**src/rtl/apb_cmd_sequencer_pkg.sv**
```systemverilog
// Shared definitions for the APB command sequencer: default widths, FSM state type and the
// register map of the attached slave.
package apb_cmd_sequencer_pkg;

  localparam int unsigned DefAw      = 32;
  localparam int unsigned DefDw      = 32;
  localparam int unsigned DefDepth   = 4;
  localparam int unsigned DefTimeout = 16;

  typedef enum logic [1:0] {
    StIdle,
    StIssue,
    StWait,
    StResp
  } seq_state_e;

  // Slave register map: A and B are read/write, C is write-only, D is read-only.
  localparam logic [31:0] REGA_ADDR = 32'd5;
  localparam logic [31:0] REGB_ADDR = 32'd10;
  localparam logic [31:0] REGC_ADDR = 32'd15;
  localparam logic [31:0] REGD_ADDR = 32'd20;

endpackage

```
**src/rtl/apb_cmd_sequencer_if.sv**
```systemverilog
// Host command/response and APB-master request/completion signals of the sequencer.
// The slave modport is the sequencer's view; master is the view of whoever drives it.
interface apb_cmd_sequencer_if #(
  parameter int unsigned AW = 32,
  parameter int unsigned DW = 32
) ();

  logic          cmd_valid;
  logic          cmd_ready;
  logic          cmd_wr;
  logic [AW-1:0] cmd_addr;
  logic [DW-1:0] cmd_wdata;

  logic          rsp_valid;
  logic          rsp_ready;
  logic          rsp_wr;
  logic [DW-1:0] rsp_rdata;
  logic          rsp_err;

  logic          m_start_valid;
  logic          m_st_wr_rd;
  logic [AW-1:0] m_wr_addr;
  logic [DW-1:0] m_wr_data;
  logic [AW-1:0] m_rd_addr;
  logic [DW-1:0] m_rd_data;
  logic          m_done;
  logic          m_slverr;

  modport slave (
    input  cmd_valid, cmd_wr, cmd_addr, cmd_wdata, rsp_ready, m_rd_data, m_done, m_slverr,
    output cmd_ready, rsp_valid, rsp_wr, rsp_rdata, rsp_err,
    output m_start_valid, m_st_wr_rd, m_wr_addr, m_wr_data, m_rd_addr
  );

  modport master (
    output cmd_valid, cmd_wr, cmd_addr, cmd_wdata, rsp_ready, m_rd_data, m_done, m_slverr,
    input  cmd_ready, rsp_valid, rsp_wr, rsp_rdata, rsp_err,
    input  m_start_valid, m_st_wr_rd, m_wr_addr, m_wr_data, m_rd_addr
  );

endinterface

```
**src/rtl/apb_cmd_sequencer_fifo.sv**
```systemverilog
// Synchronous command FIFO with full/empty flags. Pushes while full and pops while empty are
// dropped, so callers may present requests unconditionally.
module apb_cmd_sequencer_fifo #(
  parameter int unsigned DEPTH = 4,
  parameter int unsigned WIDTH = 65
) (
  input  logic             clk,
  input  logic             rst,
  input  logic             push,
  input  logic [WIDTH-1:0] push_data,
  input  logic             pop,
  output logic [WIDTH-1:0] head,
  output logic             full,
  output logic             empty
);

  localparam int unsigned   PW      = $clog2(DEPTH);
  localparam logic [PW:0]   FullCnt = DEPTH[PW:0];

  logic [WIDTH-1:0] mem_q [DEPTH];
  logic [PW-1:0]    wr_ptr_q, rd_ptr_q;
  logic [PW:0]      cnt_q;
  logic             do_push, do_pop;

  assign full    = (cnt_q == FullCnt);
  assign empty   = (cnt_q == '0);
  assign do_push = push && !full;
  assign do_pop  = pop && !empty;
  assign head    = mem_q[rd_ptr_q];

  // Pointers wrap naturally because DEPTH is a power of two.
  always_ff @(posedge clk or negedge rst) begin
    if (!rst) begin
      wr_ptr_q <= '0;
      rd_ptr_q <= '0;
      cnt_q    <= '0;
    end else begin
      if (do_push) wr_ptr_q <= wr_ptr_q + 1'b1;
      if (do_pop)  rd_ptr_q <= rd_ptr_q + 1'b1;
      if (do_push && !do_pop)      cnt_q <= cnt_q + 1'b1;
      else if (!do_push && do_pop) cnt_q <= cnt_q - 1'b1;
    end
  end

  // Storage needs no reset; only entries below the count are ever read.
  always_ff @(posedge clk) begin
    if (do_push) mem_q[wr_ptr_q] <= push_data;
  end

endmodule

```
**src/rtl/apb_cmd_sequencer.sv**
```systemverilog
// Buffers host commands and replays them one at a time onto the APB master request port,
// returning each completion (or a watchdog timeout) as a handshaked response.
module apb_cmd_sequencer
  import apb_cmd_sequencer_pkg::*;
#(
  parameter int unsigned DEPTH   = DefDepth,
  parameter int unsigned AW      = DefAw,
  parameter int unsigned DW      = DefDw,
  parameter int unsigned TIMEOUT = DefTimeout
) (
  input logic                clk,
  input logic                rst,
  apb_cmd_sequencer_if.slave bus
);

  localparam int unsigned     FW       = 1 + AW + DW;
  localparam int unsigned     CW       = $clog2(TIMEOUT) + 1;
  localparam logic [CW-1:0]   WdogLast = CW'(TIMEOUT - 1);

  seq_state_e    state_q;
  logic          start_q, wr_q;
  logic [AW-1:0] wr_addr_q, rd_addr_q;
  logic [DW-1:0] wr_data_q;
  logic [CW-1:0] wdog_q;
  logic          rsp_valid_q, rsp_wr_q, rsp_err_q;
  logic [DW-1:0] rsp_rdata_q;

  logic          fifo_full, fifo_empty, pop;
  logic [FW-1:0] fifo_head;
  logic          head_wr;
  logic [AW-1:0] head_addr;
  logic [DW-1:0] head_data;

  apb_cmd_sequencer_fifo #(
    .DEPTH (DEPTH),
    .WIDTH (FW)
  ) u_fifo (
    .clk       (clk),
    .rst       (rst),
    .push      (bus.cmd_valid),
    .push_data ({bus.cmd_wr, bus.cmd_addr, bus.cmd_wdata}),
    .pop       (pop),
    .head      (fifo_head),
    .full      (fifo_full),
    .empty     (fifo_empty)
  );

  assign head_wr   = fifo_head[FW-1];
  assign head_addr = fifo_head[DW +: AW];
  assign head_data = fifo_head[DW-1:0];

  // Pop from idle, or straight out of a response being accepted for back-to-back issue.
  assign pop = !fifo_empty &&
               ((state_q == StIdle) || ((state_q == StResp) && bus.rsp_ready));

  // Sequencer FSM with registered request and response outputs.
  always_ff @(posedge clk or negedge rst) begin
    if (!rst) begin
      state_q     <= StIdle;
      start_q     <= 1'b0;
      wr_q        <= 1'b0;
      wr_addr_q   <= '0;
      wr_data_q   <= '0;
      rd_addr_q   <= '0;
      wdog_q      <= '0;
      rsp_valid_q <= 1'b0;
      rsp_wr_q    <= 1'b0;
      rsp_err_q   <= 1'b0;
      rsp_rdata_q <= '0;
    end else begin
      start_q <= 1'b0;
      unique case (state_q)
        StIdle: ;
        StIssue: begin
          // Counting from the pulse cycle makes the timeout land TIMEOUT cycles after it.
          wdog_q  <= wdog_q + 1'b1;
          state_q <= StWait;
        end
        StWait: begin
          if (bus.m_done) begin
            rsp_valid_q <= 1'b1;
            rsp_wr_q    <= wr_q;
            rsp_err_q   <= bus.m_slverr;
            rsp_rdata_q <= (!wr_q && !bus.m_slverr) ? bus.m_rd_data : '0;
            state_q     <= StResp;
          end else if (wdog_q == WdogLast) begin
            rsp_valid_q <= 1'b1;
            rsp_wr_q    <= wr_q;
            rsp_err_q   <= 1'b1;
            rsp_rdata_q <= '0;
            state_q     <= StResp;
          end else begin
            wdog_q <= wdog_q + 1'b1;
          end
        end
        StResp: begin
          if (bus.rsp_ready) begin
            rsp_valid_q <= 1'b0;
            state_q     <= StIdle;
          end
        end
        default: state_q <= StIdle;
      endcase

      // Issue overrides the idle/response transitions above.
      if (pop) begin
        state_q   <= StIssue;
        start_q   <= 1'b1;
        wr_q      <= head_wr;
        wr_addr_q <= head_wr ? head_addr : '0;
        wr_data_q <= head_wr ? head_data : '0;
        rd_addr_q <= head_wr ? '0 : head_addr;
        wdog_q    <= '0;
      end
    end
  end

  assign bus.cmd_ready     = !fifo_full;
  assign bus.rsp_valid     = rsp_valid_q;
  assign bus.rsp_wr        = rsp_wr_q;
  assign bus.rsp_rdata     = rsp_rdata_q;
  assign bus.rsp_err       = rsp_err_q;
  assign bus.m_start_valid = start_q;
  assign bus.m_st_wr_rd    = wr_q;
  assign bus.m_wr_addr     = wr_addr_q;
  assign bus.m_wr_data     = wr_data_q;
  assign bus.m_rd_addr     = rd_addr_q;

endmodule

```
**src/flat_wrapper.sv**
```systemverilog
// flat-port wrapper written by rule: the top's interface ports become plain ports
module apb_cmd_sequencer_flat import apb_cmd_sequencer_pkg::*;
#(
  parameter int unsigned DEPTH   = DefDepth,
  parameter int unsigned AW      = DefAw,
  parameter int unsigned DW      = DefDw,
  parameter int unsigned TIMEOUT = DefTimeout
)
  (clk, rst, bus_cmd_valid, bus_cmd_wr, bus_cmd_addr, bus_cmd_wdata, bus_rsp_ready, bus_m_rd_data, bus_m_done, bus_m_slverr, bus_cmd_ready, bus_rsp_valid, bus_rsp_wr, bus_rsp_rdata, bus_rsp_err, bus_m_start_valid, bus_m_st_wr_rd, bus_m_wr_addr, bus_m_wr_data, bus_m_rd_addr);
  apb_cmd_sequencer_if #(.AW(AW), .DW(DW)) bus_i ();
  input logic clk;
  input logic rst;
  input wire logic [$bits(bus_i.cmd_valid)-1:0] bus_cmd_valid;
  input wire logic [$bits(bus_i.cmd_wr)-1:0] bus_cmd_wr;
  input wire logic [$bits(bus_i.cmd_addr)-1:0] bus_cmd_addr;
  input wire logic [$bits(bus_i.cmd_wdata)-1:0] bus_cmd_wdata;
  input wire logic [$bits(bus_i.rsp_ready)-1:0] bus_rsp_ready;
  input wire logic [$bits(bus_i.m_rd_data)-1:0] bus_m_rd_data;
  input wire logic [$bits(bus_i.m_done)-1:0] bus_m_done;
  input wire logic [$bits(bus_i.m_slverr)-1:0] bus_m_slverr;
  output wire logic [$bits(bus_i.cmd_ready)-1:0] bus_cmd_ready;
  output wire logic [$bits(bus_i.rsp_valid)-1:0] bus_rsp_valid;
  output wire logic [$bits(bus_i.rsp_wr)-1:0] bus_rsp_wr;
  output wire logic [$bits(bus_i.rsp_rdata)-1:0] bus_rsp_rdata;
  output wire logic [$bits(bus_i.rsp_err)-1:0] bus_rsp_err;
  output wire logic [$bits(bus_i.m_start_valid)-1:0] bus_m_start_valid;
  output wire logic [$bits(bus_i.m_st_wr_rd)-1:0] bus_m_st_wr_rd;
  output wire logic [$bits(bus_i.m_wr_addr)-1:0] bus_m_wr_addr;
  output wire logic [$bits(bus_i.m_wr_data)-1:0] bus_m_wr_data;
  output wire logic [$bits(bus_i.m_rd_addr)-1:0] bus_m_rd_addr;
  assign bus_i.cmd_valid = bus_cmd_valid;
  assign bus_i.cmd_wr = bus_cmd_wr;
  assign bus_i.cmd_addr = bus_cmd_addr;
  assign bus_i.cmd_wdata = bus_cmd_wdata;
  assign bus_i.rsp_ready = bus_rsp_ready;
  assign bus_i.m_rd_data = bus_m_rd_data;
  assign bus_i.m_done = bus_m_done;
  assign bus_i.m_slverr = bus_m_slverr;
  assign bus_cmd_ready = bus_i.cmd_ready;
  assign bus_rsp_valid = bus_i.rsp_valid;
  assign bus_rsp_wr = bus_i.rsp_wr;
  assign bus_rsp_rdata = bus_i.rsp_rdata;
  assign bus_rsp_err = bus_i.rsp_err;
  assign bus_m_start_valid = bus_i.m_start_valid;
  assign bus_m_st_wr_rd = bus_i.m_st_wr_rd;
  assign bus_m_wr_addr = bus_i.m_wr_addr;
  assign bus_m_wr_data = bus_i.m_wr_data;
  assign bus_m_rd_addr = bus_i.m_rd_addr;
  apb_cmd_sequencer #(.DEPTH(DEPTH), .AW(AW), .DW(DW), .TIMEOUT(TIMEOUT)) u_core (.clk(clk), .rst(rst), .bus(bus_i));
endmodule
```
**config.mk**
```make
export PLATFORM = sky130hd
export DESIGN_NAME = apb_cmd_sequencer_flat
export DESIGN_NICKNAME = d
export VERILOG_FILES = /design/src/rtl/apb_cmd_sequencer_pkg.sv /design/src/rtl/apb_cmd_sequencer_if.sv /design/src/rtl/apb_cmd_sequencer_fifo.sv /design/src/rtl/apb_cmd_sequencer.sv /design/src/flat_wrapper.sv
export SDC_FILE = /design/constraint.sdc
export NUM_CORES = 1
export LEC_CHECK = 0
export CORE_AREA = 5 5 205 157
export DETAILED_ROUTE_END_ITERATION = 8
export DIE_AREA = 0 0 210 162
export PLACE_DENSITY = 0.77
export SLEW_MARGIN = 20
export SYNTH_ARGS = -nofsm -noshare
export SYNTH_HDL_FRONTEND = slang
export SYNTH_SLANG_ARGS = --single-unit
```
**constraint.sdc**
```tcl
create_clock -name clk -period 3.2 [get_ports clk]
set_input_delay 0.32 -clock clk [delete_from_list [all_inputs] [get_ports clk]]
set_output_delay 0.32 -clock clk [all_outputs]
set_load 0.005 [all_outputs]
```
After elaboration in Yosys (flattened, before gate mapping) --
Memories as Yosys holds them, arrays and structs flattened. Index checks and enable logic that the tools add are counted. Widths: inputs -> output; s select.
Storage, ports and cells: bits in writable memories 260, bits in read-only memories 0, bits of input ports 103, bits in latches 0, word-level logic and storage cells 83, memories 1, register bits after elaboration 147
Memory list:
- u_core.u_fifo.mem_q | words 4, width 65, rd ports 1, clocked after Yosys merged registers in 0, write ports 1, line apb_cmd_sequencer_fifo.sv:20 | logic [WIDTH-1:0] mem_q [DEPTH];
Operators by class: equal/unequal tests 11, shift operators 0, bitwise operators 0, order comparisons 0, mux-type cells 27, divide/modulo/power cells 0, reduce and logical (&&, ||, !) cells 25, multipliers 0, $add $sub $neg 5
Operators with widths (count):
- $mux 32 | 6
- $mux 5 | 3
- $pmux 5 s2 | 1
- $mux 1 | 9
- $ne 3x3->1 const B | 3
- $reduce_and 3->1 | 3
- $mux 2 | 4
- $logic_and 1x1->1 | 7
- $logic_not 1->1 | 6
- $mux 3 | 2
- $pmux 2 s3 | 1
- $reduce_bool 2->1 | 3
- $add 5x1->5 const B | 1
- $eq 5x4->1 const B | 1
- $add 2x1->2 const B | 2
- $eq 2x2->1 const B | 2
- $ne 4x3->1 const B | 1
- $reduce_bool 4->1 | 1
- $add 3x1->3 const B | 1
- $eq 3x3->1 const B | 1
- $logic_not 3->1 | 1
- $ne 3x2->1 const B | 1
- $reduce_bool 3->1 | 1
- $sub 3x1->3 const B | 1
- 6 further kinds | 6

Logic depth before layout (Yosys ltp) --
Gate-level depths: netlist of the first run.
depth in word-level cells 8, gate-level depth with buffers 10

Hierarchy --
From an unflattened synthesis of the first run, not the netlist that was laid out.
Second synthesis, totals: cell total of the unflattened synthesis 941, area total of the unflattened synthesis 16009.1 um^2
By module, submodules not included:
- apb_cmd_sequencer_fifo | times used 1, sequential area each 7982.7 um^2, cells an instance 376, area an instance 9833.2 um^2
- apb_cmd_sequencer | times used 1, sequential area each 3503.4 um^2, cells an instance 565, area an instance 6175.9 um^2

Least setup slack after synthesis of the first run --
No wires, ideal clock.
path type flip-flop to flip-flop, start reg u_core.u_fifo.wr_ptr_q[0], end mem u_core.u_fifo.mem_q[2][0] (enable), slack 0.575 ns, period minus slack after synthesis 2.625 ns, stages on the path, launching flop included 4, setup time 0.430 ns, data required time 2.770 ns, arrival time 2.194 ns, path through dfrtp_1 -> inv_1 -> ha_1 -> and3_1
RTL lines:
- from (decl) | line apb_cmd_sequencer_fifo.sv:21 | logic [PW-1:0] wr_ptr_q, rd_ptr_q;
- from (signal assigned) | line apb_cmd_sequencer_fifo.sv:38 | if (do_push) wr_ptr_q <= wr_ptr_q + 1'b1;
- to (decl) | line apb_cmd_sequencer_fifo.sv:20
No word-level cell before the write port.

Worst setup path in the final report of the first run --
start reg u_core.wdog_q[0], end reg u_core.wdog_q[3]
On the way: cells in the longest elaborated chain, start to end 5, elaborated cells on any way between the ends 8, classes of those cells 1 x add/sub; 2 x eq/ne; 4 x mux; 1 x reduce/logical
Ends and longest elaborated chain:
- from (decl) | line apb_cmd_sequencer.sv:24 | logic [CW-1:0] wdog_q;
- from (signal assigned) | line apb_cmd_sequencer.sv:76 | wdog_q <= wdog_q + 1'b1;
- from (signal assigned) | line apb_cmd_sequencer.sv:93 | wdog_q <= wdog_q + 1'b1;
- $add 5x1->5 | line apb_cmd_sequencer.sv:76, apb_cmd_sequencer.sv:93
- $mux 5 | line apb_cmd_sequencer.sv:86 | end else if (wdog_q == WdogLast) begin
- $mux 5 | line apb_cmd_sequencer.sv:80 | if (bus.m_done) begin
- $pmux 5 s2 | line apb_cmd_sequencer.sv:72 | unique case (state_q)
- $mux 5 | line apb_cmd_sequencer.sv:106 | if (pop) begin
Parallel ways exist; a longest one is shown, timed or not. The select of a mux whose other input is x is not followed. A chain may end at the register's enable or synchronous reset.

==> results.md, run 1 <==
- The number of nets in the layout is around 1100.
- The total die area is 0.0340 mm2.
- The count of endpoints failing hold in the final timing report is 0.
- The clock network accounts for 25.8% of the total power.
- The met2 layer usage reported by global route is 29.6%.
- The run finished with clean final reports.
- The clock passes through at most 3 buffers.
- The required time at the worst-slack endpoint is between 3 and 4 ns.
- Counting every sink on the clock net gives ~410.
- The number of nets in the synthesized netlist is 818.
- For this run, the total global-route usage over all layers was measured as roughly a fifth.
- The total of buffers placed on input and output ports is 236.
- The total CTS buffers is 39.
- The most frequent cell on the critical path is ha_1.
- The number of iterations in the first detailed-routing pass is 4.
- A synthesized cell averages ~21 um2.
- For this configuration, the core starts out at a cell density of 49.4%.
- Entering global routing, the biggest net connects 86 pins.
- The detailed-placement wirelength estimate is 20000 um.
- The maximum cell stage delay along the critical path is approximately 0.65 ns.
- The tool flagged a number of max-cap violations equal to 0.
- The master of the slowest instance on the critical path is or4b_2.
- By count the netlist is led by edfxtp_1, dfrtp_1, a22o_1.
- The later-pin clock latency in the skew report is 0.52 ns.
- Relative to the synthesized area, the layout overhead comes to 28.7%.
- The horizontal die dimension is 210 um.
- Setup repair after global routing left no endpoint under its margin.
- The most common cell in the synthesized netlist is edfxtp_1.
- The cell count after synthesis is 707.
- The actual slew at the worst max-slew pin is about 0.94 ns.
- The period utilization is 70.3%.
- The number of remaining DRC errors is 0.
- The layer flagged by global routing as most heavily used is met2.
- Derived from the worst setup path, the maximum achievable clock frequency is 0.445 GHz.
- The category of the worst setup path launch point is a flip-flop.
- The count of nets left with antenna violations once routing finished came out at 0.
- Global routing finished with a remaining overflow of 0.
- The synthesized design contains between 400 and 500 register bits.
- Cells with a size suffix above 1 make up 15.5% of the layout.
- The share of the yosys chip area belonging to registers is 77.9%.
- On the final layout, the worst clock skew is about 0.013 ns.
- VDD sags by at most 0.000634 V.
- After synthesis, the largest area contributor takes up between 50% and 60% of total cell area.
- For this block, the initial DRC count from the detailed router was about 560.
- Sorting the synthesized cells by area gives the leading types as edfxtp_1, dfrtp_1, mux4_2, a22o_1, ha_1.
- In this run the worst hold path is classified as in -> reg.
- Together, buffers and inverters on the worst path number 0.
- Internal power comes to 12800 uW.
- The CTS clock-pin slew for the worst setup and hold paths is 0.06 ns.
- On the critical path the largest part of the delay comes from simple AND/OR/NAND/NOR gates.
- After clock tree synthesis, the flow added hold-fix buffers numbering 1.
- In this run the vertical extent of the chip is around 160 um.
- CTS built an H-tree with a depth of 2.
- The minimum hold slack is between 0.3 and 0.4 ns.
- The power density of the placed cells is between 900 and 1000 mW/mm2.
- The switching part of the total is about 28%.
- The leakage power is 0.00703 uW.
- The max-slew violation total from the final report is 0.
- For this design the total switching power over the nets is between 5000 and 6000 uW.
- The area of the core is 0.0299 mm2.
- The arrival time at the worst endpoint is 2.66 ns.
- The total negative setup slack is 0 ns.
- The start-to-end type of the worst setup path is reg -> reg.
- The clock root buffer master is clkbuf_16.
- In this run the worst path has a maximum fanout of 3.
- The power after layout is 17800 uW.
- TritonCTS built the clock tree.
- Setup violations remaining at the end of the flow were counted as 0.
- The tightest slew margin relative to the limit is a little under two fifths.
- The synthesized design spends more area on one cell type than any other, namely edfxtp_1.
- The number of vias per cell after detailed routing is 5.59.
- The via count of the first global-routing pass came to 8178.
- The number of antenna violations at the first check in global routing came to 4.
- The final weighted congestion of routability-driven global placement is 0.818.
- The first global-routing pass estimated 49500 um of wire.
- The number of primary I/O pins is 237.
- The unique cell type count in the Yosys netlist is 35.
- For this block, the via count after detailed routing is 7781.
- Dividing the detail-routed wire length by the instance count gives around 23 um.
- STA classifies the critical path endpoint as a flip-flop.
- The number of buffers inserted by post-CTS setup repair is 0.
- The total number of placement rows is 55.
- After detailed routing, the total wire length is around 32000 um.
- The clock period could shrink to 2.25 ns.
- The quantity of gates resized following cts is 0.
- For this run, global-route usage on met1 was measured as 26.3%.
- The number of antenna diodes in the final layout is 0.
- The post-synthesis cell area is 0.0148 mm2.
- Global routing consumed, on the met3 layer, approximately 5.7% of the routing resources.
- The number of enable-type register cells in the synthesized netlist is 260.
- In this run, flip-flops and latches consume between 40% and 50% of the power.
- Among all flip-flop cells after synthesis, the most frequent one is edfxtp_1.
- The combinational cell fraction of total power is 31.1%.
- Walking the worst path, the cells encountered are ha_1, and3_1, ha_1, or4b_2, a21oi_1, xnor2_1, nor2_1.
- For this run, the number of Yosys warnings is 0.
- After synthesis, the share of flip-flops with an asynchronous set or reset is 36.1%.
-- worst register-to-register path: cells and delay by family, from the launching register on --
family	cells	cell delay (ns)
compound gates	1	0.24
flops	1	0.40
simple gates	3	0.91
fa+ha+maj	2	0.42
xor+xnor	1	0.16
-- registers in the layout, indices dropped and copies added (netlist names) --
register                  cells
u_core.bus.m_rd_addr         32
u_core.bus.m_st_wr_rd         1
u_core.bus.m_start_valid      1
u_core.bus.m_wr_addr         32
u_core.bus.m_wr_data         32
u_core.bus.rsp_err            1
u_core.bus.rsp_rdata         32
u_core.bus.rsp_valid          1
u_core.bus.rsp_wr             1
u_core.state_q                2
u_core.u_fifo.cnt_q           3
u_core.u_fifo.mem_q         260
u_core.u_fifo.rd_ptr_q        2
u_core.u_fifo.wr_ptr_q        2
u_core.wdog_q                 5
-- power groups by stage --
| stage | Sequential [uW] | Combinational (uW) | Clock [uW] |
|---|---|---|---|
| 3_5_place_dp | 7780 | 5670 | 0 |
| 2_1_floorplan | 7690 | 3200 | 0 |
| 4_1_cts | 7700 | 5680 | 4710 |
| 3_3_place_gp | 7740 | 5540 | 0 |
| 5_1_grt | 7820 | 6030 | 4940 |
| 6_report | 7690 | 5560 | 4590 |
-- final timing paths --
| path | start | to | slack [ns] | cells after the start |
|---|---|---|---|---|
| max reg2reg | u_core.wdog_q[0] | u_core.wdog_q[3] | 0.95 | 7 |
| min in group asynchronous | rst | u_core.bus.m_wr_addr[2] | 0.44 | 2 |
| max in group asynchronous | rst | u_core.bus.m_wr_data[4] | 1.92 | 3 |
| min | bus_m_rd_data[14] | u_core.bus.rsp_rdata[14] | 0.39 | 2 |
| max | u_core.wdog_q[0] | u_core.wdog_q[3] | 0.95 | 7 |
| min reg2reg | u_core.bus.rsp_rdata[3] | u_core.bus.rsp_rdata[3] | 0.50 | 1 |
-- layout by cell type, fill, tap and decap left out, types with 2 or more instances in the layout --
master             n
inv_1              6
nor2_1             9
xor2_1             2
bufinv_16          3
and3_1             2
clkbuf_1          16
and3_4             4
nand2_1            4
xnor2_1            7
buf_4             12
buf_12             7
clkbuf_16         41
a21boi_0           2
mux2_2             3
clkdlybuf4s50_1  235
dfrtp_1          145
clkbuf_8           7
a22o_1           128
clkinv_1           2
ha_1               7
mux4_2            65
dfrtp_4            2
edfxtp_1         260
-- final cells by class --
cell class / count / area [um2]
clock buffers: 64 / 1180
clock inverters: 7 / 110
fillers: 2086 / 10900
inverters: 7 / 26.3
multi-input cells: 251 / 3070
flip-flops and latches: 407 / 11500
well taps: 399 / 499
repair buffers: 256 / 2600
-- cell families (layout without fill, tap and decap cells) --
| kind of cell | after synthesis | after routing | share of synthesized area [%] |
|---|---|---|---|
| adders and majority gates | 8 | 8 | 0.729 |
| buffers and inverters | 49 | 334 | 1.68 |
| and+or+nand+nor | 28 | 28 | 0.959 |
| muxes | 69 | 69 | 10.2 |
| DFF | 407 | 407 | 77.9 |
| xor gates and xnor gates | 9 | 9 | 0.534 |
| AOI/OAI and AO/OA | 137 | 137 | 8.02 |
-- metrics by stage --
stage | util, % | cells | setup WS (ns) | area (um2)
floorplan | - | 707 | 0.575 | 14800
global placement | 59.2 | 1319 | 0.807 | 17700
detailed placement | 59.2 | 1319 | 0.746 | 17700
CTS | 63.6 | 1391 | 0.958 | 19000
global route | 63.6 | 1391 | 0.852 | 19000
finish | 63.6 | 1391 | 0.951 | 19000
-- layer usage --
metal | share of wire [%] | up-vias
met3 | 8.2 | 55
met5 | 0.13 | -
met1 | 43 | 4045
met4 | 1.6 | 8
li1 | - | 3395
met2 | 47 | 278
Power figures use the tool's default switching activity.
==> run 2, diff against run 1 <==
Settings changed: CORE_AREA 5 5 205 157 to 5 5 209 160, DIE_AREA 0 0 210 162 to 0 0 214 165.
Clock period 3.2 ns to 1.82 ns, I/O delays scaled along.
==> run 2 against run 1 <==
- the flow now finishes with violations (setup timing)
- worst hold slack worse by 0.22 ns
- sequential share of layout area fell by 1.4 points
- design area grew 2.5%
- global-route usage shrank 0.22 points
- critical endpoint is now u_core.wdog_q[1]
- critical path type unchanged
- largest power group unchanged
- routed wire length is 2.0% higher
==> results.md, run 2 (synthesis gave the netlist of run 1 again) <==
- The run finished, with violations left.
- The checks that failed: setup timing.
- The detailed-placement wirelength estimate was 20500 um (+2.3%).
- Compared with the post-synthesis result, the final layout area differs by 31.9%.
- The maximum buffer depth of the clock tree is 3 (unchanged).
- The via count of the first global-routing pass is 8425 (+3.0%).
- The total routing resource utilization after global routing is 18.5% (-0.22 points).
- The level count of the clock H-tree was 2 (unchanged).
- The DRC marker count from the first detailed-route iteration is 831 (+49%).
- The number of remaining DRC errors is 0 (unchanged).
- The max-capacitance violation count came to 0 (unchanged).
- The category of the worst setup path launch point is a flip-flop.
- The number of cells after detailed placement is 1348 (+2.2%).
- The number of nets in the layout is 1101 (+2.6%).
- The utilization after layout is 62.7% (-0.90 points).
- The number of vias per cell after detailed routing was 5.59 (about the same).
- The fill cell instance count of the final layout is 2157 (+3.4%).
- The pre-CTS setup slack came to -0.255 ns (-1.00 ns).
- The actual slew at the worst max-slew pin is 0.488 ns (-0.447 ns).
- The final worst-path setup slack was -0.169 ns (-1.12 ns).
- The total length of routed wires is 32500 um (+2.0%).
- The starting utilization of the core area is 47.5% (-1.9 points).
- The clock period minus final worst setup slack was 1.99 ns (-0.260 ns).
- The area of the multi-input gates was 0.00315 mm2 (+2.4%).
- The number of antenna-violating nets in the routed design was 0 (unchanged).
- The max-slew violation total from the final report is 0 (unchanged).
- Setup repair after global routing could not meet its margin everywhere.
- The total of buffers placed on input and output ports came to 236 (unchanged).
- The highest fanout seen on the critical path is 4 (+1).
- The clock root buffer master is clkbuf_16.
- The tightest slew margin relative to the limit came to 67.5% (+30 points).
- The kind of capture point of the worst setup path is a flip-flop.
- The post-detailed-placement cell area is 0.0181 mm2 (+2.2%).
- The class of the tightest hold or removal check is in -> async.
- The number of antenna violations at the first check in global routing was 2 (-2).
- The total die area is 0.0353 mm2 (+3.8%).
- The most common cell after layout, fill and taps aside is edfxtp_1.
- The maximum operating frequency was 0.503 GHz (+13%).
- The count of clock tree sinks is 407 (unchanged).
- The share of post-route cells with drive strength above 1 is 20.5% (+5.0 points).
- The final design instance area without fill is 0.0195 mm2 (+2.5%).
- The total number of placement rows is 56 (+1.8%).
- The number of setup violations in the final report came to 6 (+6).
- The arrival time at the worst endpoint is 2.41 ns (-0.25 ns).
- The number of antenna cells inserted is 0 (unchanged).
- The count of endpoints failing hold in the final timing report is 0 (unchanged).
- The area of the core is 0.0310 mm2 (+3.9%).
- The global-route wire length before repair came to 50700 um (+2.6%).
- TritonCTS built the clock tree.
- The pin count of the biggest net entering global routing came to 61 (-29%).
- The sequential cell area was 0.0115 mm2 (about the same).
- The power after layout is 32300 uW (+81%).
- The leakage power is 0.00724 uW (+3.0%).
- The depth of the most critical reg-to-reg path is 7 (unchanged).
- The flip-flop count of the largest register, all copies and words added is 260 (unchanged).
- The number of primary I/O pins is 237 (unchanged).
- The period utilization is 109% (+39 points).
- The total CTS buffers is 39 (unchanged).
- The number of iterations in the first detailed-routing pass is 5 (+1).
- The total via count in the routed design is 7970 (+2.4%).
- The average routed wire per standard cell is 22.8 um (-0.44%).
- Leaving out fill and tap cells, the most frequent cells in the layout are edfxtp_1, clkdlybuf4s50_1, dfrtp_1.
- The remaining global-route overflow is 0 (unchanged).
- The power density of the placed cells was 1660 mW/mm2 (+77%).
- The later-pin clock latency in the skew report is 0.53 ns (about the same).
- The required time at the worst-slack endpoint is 2.24 ns (-1.37 ns).
- The final instance count without filler cells came to 1425 (+2.4%).
- The CTS clock-pin slew for the worst setup and hold paths is 0.06 ns (about the same).
- The final weighted congestion of routability-driven global placement is 0.781 (-4.5%).
- The register bank with the most flops is u_core.u_fifo.mem_q.
- The horizontal die dimension was 214 um (+1.9%).
- The maximum vdd drop came to 0.000949 V (+50%).
- The worst clock skew came to 0.0168 ns (+0.00425 ns).
- The start-to-end type of the worst setup path is reg -> reg.
- The y dimension of the die is 165 um (+1.9%).
[run 2: stage by stage]
step                      hold slack [ns]  TNS (ns)
final                               0.173    -0.688
after global routing                0.214     -1.13
after global placement              0.151     -8.97
after CTS                           0.172    -0.631
after floorplan                    -0.114    -0.535
after detailed placement            0.162    -11.59
[run 2: final timing paths]
check / to / slack (ns) / startpoint
max: u_core.wdog_q[1] / -0.17 / u_core.wdog_q[1]
min: u_core.bus.m_st_wr_rd / 0.17 / rst
max reg2reg: u_core.wdog_q[1] / -0.17 / u_core.wdog_q[1]
min reg2reg: u_core.bus.rsp_rdata[23] / 0.50 / u_core.bus.rsp_rdata[23]
max in group asynchronous: u_core.bus.m_wr_data[15] / 1.03 / rst
min in group clk: u_core.bus.rsp_rdata[19] / 0.26 / bus_m_rd_data[19]
[run 2: timing repair]
action	CTS	global route
endpoints found under the hold margin	63	0
setup endpoints to repair	8	17
hold buffers	1	0
resized for setup	5	8
pin swaps	2	6
buffers inserted	4	2
[run 2: critical path, cell delays in order (launching register included)]
cell	delay, ns
dfrtp_1	0.38
ha_2	0.19
and3_4	0.19
ha_4	0.15
or4b_4	0.56
nand2_4	0.11
mux2i_2	0.23
nor2_1	0.06
[run 2: area by class of cell]
cell class,instances,area share [%]
tap,406,2.61
multi-input combinational,251,16.2
sequential,407,59.1
clock buffer,51,5.84
clock inverter,19,0.836
inverter,7,0.135
timing repair buffer,284,15.3
[run 2: power breakdown]
group          switching [uW]  leakage, uW  internal (uW)
clock network            3360     0.000643           4720
registers                1090      0.00429          12400
logic                    4740      0.00230           5960
[run 2: layer usage]
metal  part of all wire [%]  GRT usage [%]
met3                    6.5           4.62
met4                    1.4           4.18
met5                  0.065              0
met2                     47           29.0
met1                     45           26.9
